### config.mk
export PLATFORM = sky130hd
export DESIGN_NAME = alu_operand_sequencer
export DESIGN_NICKNAME = d
export VERILOG_FILES = /design/src/rtl/alu_operand_sequencer.sv
export SDC_FILE = /design/constraint.sdc
export NUM_CORES = 1
export LEC_CHECK = 0
export ABC_AREA = 1
export ABC_CLOCK_PERIOD_IN_PS = 2800
export BUFFER_PORTS_ARGS = -buffer_cell sky130_fd_sc_hd__buf_2
export CORE_MARGIN = 3
export CORE_UTILIZATION = 30
export CTS_BUF_LIST = sky130_fd_sc_hd__clkbuf_4
export CTS_CLUSTER_SIZE = 8
export DETAILED_ROUTE_END_ITERATION = 10
export PLACE_DENSITY = 0.56
export SYNTH_ARGS = -nofsm -noshare
export SYNTH_HDL_FRONTEND = slang
export SYNTH_SLANG_ARGS = --single-unit
### constraint.sdc
create_clock -name clk -period 2.8 [get_ports clk]
set_input_delay 0.14 -clock clk [delete_from_list [all_inputs] [get_ports clk]]
set_output_delay 0.14 -clock clk [all_outputs]
set_load 0.1 [all_outputs]
### src/rtl/alu_operand_sequencer.sv
// Operand capture / settle / result-capture sequencer sitting between the
// debounced board inputs and a small ALU plus its display logic.
module alu_operand_sequencer #(
  parameter int unsigned WIDTH         = 4,
  parameter int unsigned SETTLE_CYCLES = 2
) (
  input  logic             clk,
  input  logic             rst_n,
  input  logic [WIDTH-1:0] data_in,
  input  logic             enter,
  input  logic             clear,
  input  logic [WIDTH-1:0] alu_r,
  input  logic             alu_z,
  input  logic             alu_n,
  input  logic             alu_c,
  input  logic             alu_v,
  output logic [WIDTH-1:0] op_a,
  output logic [WIDTH-1:0] op_b,
  output logic [WIDTH-1:0] result,
  output logic [3:0]       flags,
  output logic             valid,
  output logic             busy,
  output logic [1:0]       state
);

  localparam int unsigned CNT_W = 4;
  localparam logic [CNT_W-1:0] LAST_CNT = CNT_W'(SETTLE_CYCLES - 1);

  typedef enum logic [1:0] {
    S_A    = 2'b00,
    S_B    = 2'b01,
    S_EXEC = 2'b10,
    S_SHOW = 2'b11
  } state_t;

  state_t           state_q, state_d;
  logic             enter_q;
  logic             press_c;
  logic [CNT_W-1:0] cnt_q, cnt_d;
  logic [WIDTH-1:0] op_a_d, op_b_d, result_d;
  logic [3:0]       flags_d;
  logic             valid_d;

  // enter_q resets high so a button held through reset is not seen as a press
  assign press_c = enter & ~enter_q;
  assign state   = state_q;
  assign busy    = (state_q == S_EXEC);

  always_ff @(posedge clk or negedge rst_n) begin
    if (!rst_n) begin
      state_q <= S_A;
      enter_q <= 1'b1;
      cnt_q   <= '0;
      op_a    <= '0;
      op_b    <= '0;
      result  <= '0;
      flags   <= '0;
      valid   <= 1'b0;
    end else begin
      state_q <= state_d;
      enter_q <= enter;
      cnt_q   <= cnt_d;
      op_a    <= op_a_d;
      op_b    <= op_b_d;
      result  <= result_d;
      flags   <= flags_d;
      valid   <= valid_d;
    end
  end

  // Next-state and next-output logic; clear overrides everything, including a press
  always_comb begin
    state_d  = state_q;
    cnt_d    = cnt_q;
    op_a_d   = op_a;
    op_b_d   = op_b;
    result_d = result;
    flags_d  = flags;
    valid_d  = valid;

    if (clear) begin
      state_d  = S_A;
      cnt_d    = '0;
      op_a_d   = '0;
      op_b_d   = '0;
      result_d = '0;
      flags_d  = '0;
      valid_d  = 1'b0;
    end else begin
      unique case (state_q)
        S_A: begin
          if (press_c) begin
            op_a_d  = data_in;
            state_d = S_B;
          end
        end
        S_B: begin
          if (press_c) begin
            op_b_d  = data_in;
            cnt_d   = '0;
            state_d = S_EXEC;
          end
        end
        S_EXEC: begin
          // Counter stops advancing once EXEC is left, so it never wraps
          cnt_d = cnt_q + CNT_W'(1);
          if (cnt_q == LAST_CNT) begin
            result_d = alu_r;
            flags_d  = {alu_z, alu_n, alu_c, alu_v};
            valid_d  = 1'b1;
            state_d  = S_SHOW;
          end
        end
        S_SHOW: begin
          // A press here is operand A of the next operation
          if (press_c) begin
            op_a_d  = data_in;
            valid_d = 1'b0;
            state_d = S_B;
          end
        end
        default: state_d = S_A;
      endcase
    end
  end

endmodule

==> out/qor.yml <==
run_status:
  status: "finished, final reports clean"
power:
  power_w: 0.00144
  p_leak_nw: 0.835
  cellPowerDensity_nw_per_um2: 948
  peakVddDrop_uv: 514
placed_design:
  io_buffers: 35
  pre_cts_ws_ns: 1.33
  place_congestion: 0.725
  dpl.hpwl_um: 2000
synthesis:
  synth_edf_count: 0
  synthesis.nets: 173
  syn_inst: 150
  syn_avg_cell_area_sq_um: 8.37
  ys.flop_type: "dfrtp_1"
  async_flop_share: 1.00
  synth_cell_type_count: 23
  ys_ff_latch: 24
  yosysWarnings: 0
  syn-cell-area_sq_um: 1260
  yosysSeqAreaShare: 0.479
floorplan:
  pin_count: 36
  fp.dieArea_sq_um: 5000
  start_util: 0.326
  core_area_sq_um: 3850
  die_x_um: 70.7
  row_count: 22
  die_y_um: 70.7
global_routing:
  grt_usage: 0.115
  overflow: 0
  grt_pass1_wl_um: 4720
  grt_max_degree: 25
  grt_pass1_vias: 1033
  grt_antenna_before_repair: 0
setup_path:
  arrival_ns: 1.55
  cp_slowest_stage_delay_ns: 0.48
  cp-end-kind: "primary output"
  crit_chain: "inv_1 > ha_1 > buf_2"
  worstSetupStartpointType: "register"
  crit_path_max_fanout: 6
  worstPathRequired_ns: 2.66
  critPathKind: "register to primary output"
  slowest_stage: "dfrtp_1"
clock_tree:
  insertion_delay_ns: 0.30
  post-cts-setup-buffers: 0
  root_buffer: "clkbuf_4"
  cts.htree.levels: 1
  cts_buffer_depth: 2
  numCtsBuffers: 3
  cts.sinks: 24
  path_clk_slew_ns: 0.13
  cts_tree: "done"
route:
  routedWlPerCell_um: 10.9
  final_antenna_net_count: 0
  detail_route.first_pass.iterations: 4
  vias: 1040
  wirelength_um: 2600
  drc: 0
  avgViaCountPerCell: 4.39
  first_iter_violations: 34
sta:
  layout_setup_ws_ns: 1.11
  slew_headroom: 0.652
  finalSetupViolations: 0
  slew_viol_final: 0
  fin_crit_sh: 0.603
  tns_ns: 0
  finClkSkew_ns: 0.00268
  rsz0062_at_grt: "no"
  fin_hold_ws_ns: 0.0635
  worstMarginPinSlew_ns: 0.522
  fmax_ghz: 0.592
  final.min_clock_period_ns: 1.69
  hold_viol: 0
hold_path:
  hold_path.class: "input pin to register"
cells_and_area:
  area_growth_pct: 20.9
  layout.nets: 213
  diodes: 0
  final_layout_size_suffix_gt1_frac: 0.275
run:
  drv_cap: 0
[cells in the final DEF (no fill, tap or decap), drive strengths merged]
| master | netlist | final |
|---|---|---|
| or2 | 1 | 1 |
| nor2 | 16 | 16 |
| a21oi | 2 | 2 |
| nand3b | 1 | 1 |
| ha | 7 | 7 |
| nand4 | 3 | 3 |
| dlygate4sd3 | 0 | 2 |
| o21ai | 11 | 11 |
| dfrtp | 23 | 23 |
| nand2 | 44 | 44 |
| dfstp | 1 | 1 |
| buf | 2 | 35 |
| clkbuf | 0 | 3 |
| o211ai | 1 | 1 |
| inv | 24 | 24 |
| nand3 | 14 | 14 |
| clkinv | 0 | 1 |
[flip-flops by register name (all words and copies together), names as in the netlist]
signal and flops:
enter_q 1, flags 4, state 2, result 4, op_b 4, op_a 4
valid 1, cnt_q 4
[cells by family after synthesis]
family,synth area share
AND/OR/NAND/NOR,0.295
AO/OA/AOI/OAI,0.0697
adder cells (fa/ha/maj),0.0697
buffers and inverters,0.0866
flip-flops,0.479
[layout make-up]
class | instances | area [sq um]
multi-input cells | 100 | 546
inverters | 24 | 90.1
well taps | 48 | 60.1
repair buffers | 37 | 195
flip-flops and latches | 24 | 602
clock inverters | 1 | 3.75
fillers | 402 | 2330
clock buffers | 3 | 22.5
[worst paths after layout]
| path | startpoint | endpoint | slack, ns | cells past startpoint |
|---|---|---|---|---|
| setup / recovery | state[0]$_DFFE_PN0P_ | busy | 1.11 | 3 |
| min in group asynchronous | rst_n | flags[1]$_DFFE_PN0P_ | 0.33 | 2 |
| setup reg to reg | state[0]$_DFFE_PN0P_ | state[1]$_DFFE_PN0P_ | 1.30 | 6 |
| max in group asynchronous | rst_n | enter_q$_DFF_PN1_ | 2.11 | 2 |
| hold reg to reg | flags[2]$_DFFE_PN0P_ | flags[2]$_DFFE_PN0P_ | 0.48 | 2 |
| hold / removal | alu_z | flags[3]$_DFFE_PN0P_ | 0.06 | 3 |
[report_power, final]
part           total, W  internal [W]  switching [W]
combinational  0.000830      0.000157       0.000673
sequential     0.000461      0.000407      0.0000535
clock          0.000149     0.0000519      0.0000975
total           0.00144      0.000616       0.000824
[synth_stat cells (2+ instances only)]
master | count | area share
nand2_1 | 40 | 0.12
dfrtp_1 | 23 | 0.46
inv_1 | 23 | 0.069
nand3_1 | 14 | 0.056
nor2_1 | 11 | 0.033
ha_1 | 7 | 0.070
o21ai_1 | 6 | 0.024
o21ai_0 | 4 | 0.016
nand2_2 | 3 | 0.015
nand4_1 | 3 | 0.015
nor2_4 | 3 | 0.027
nor2_2 | 2 | 0.010
[critical path: cells and delay by family (launching register included)]
| kind | cells | cell delay (ns) |
|---|---|---|
| adders and majority gates | 1 | 0.20 |
| buffers and inverters | 2 | 0.56 |
| DFF | 1 | 0.48 |
[per-stage QoR]
stage / util / instances / cell area (sq um)
after global routing: 0.394 / 237 / 1520
after detailed placement: 0.382 / 231 / 1470
after global placement: 0.382 / 231 / 1470
after floorplan: - / 150 / 1260
after CTS: 0.394 / 237 / 1520
final: 0.394 / 237 / 1520
[timing repair]
item,in CTS,in global routing
endpoints found under the hold margin,24,0
gates resized for setup,0,0
hold buffers,2,0
[layer usage]
metal | track usage | vias up | wire length, um
li1 | - | 544 | -
met1 | 0.161 | 467 | 1270
met2 | 0.175 | 27 | 1140
met3 | 0.0185 | 2 | 152
met4 | 0.0501 | 0 | 36
met5 | 0 | - | 0
No activity file was read; power rests on OpenSTA's default activity.
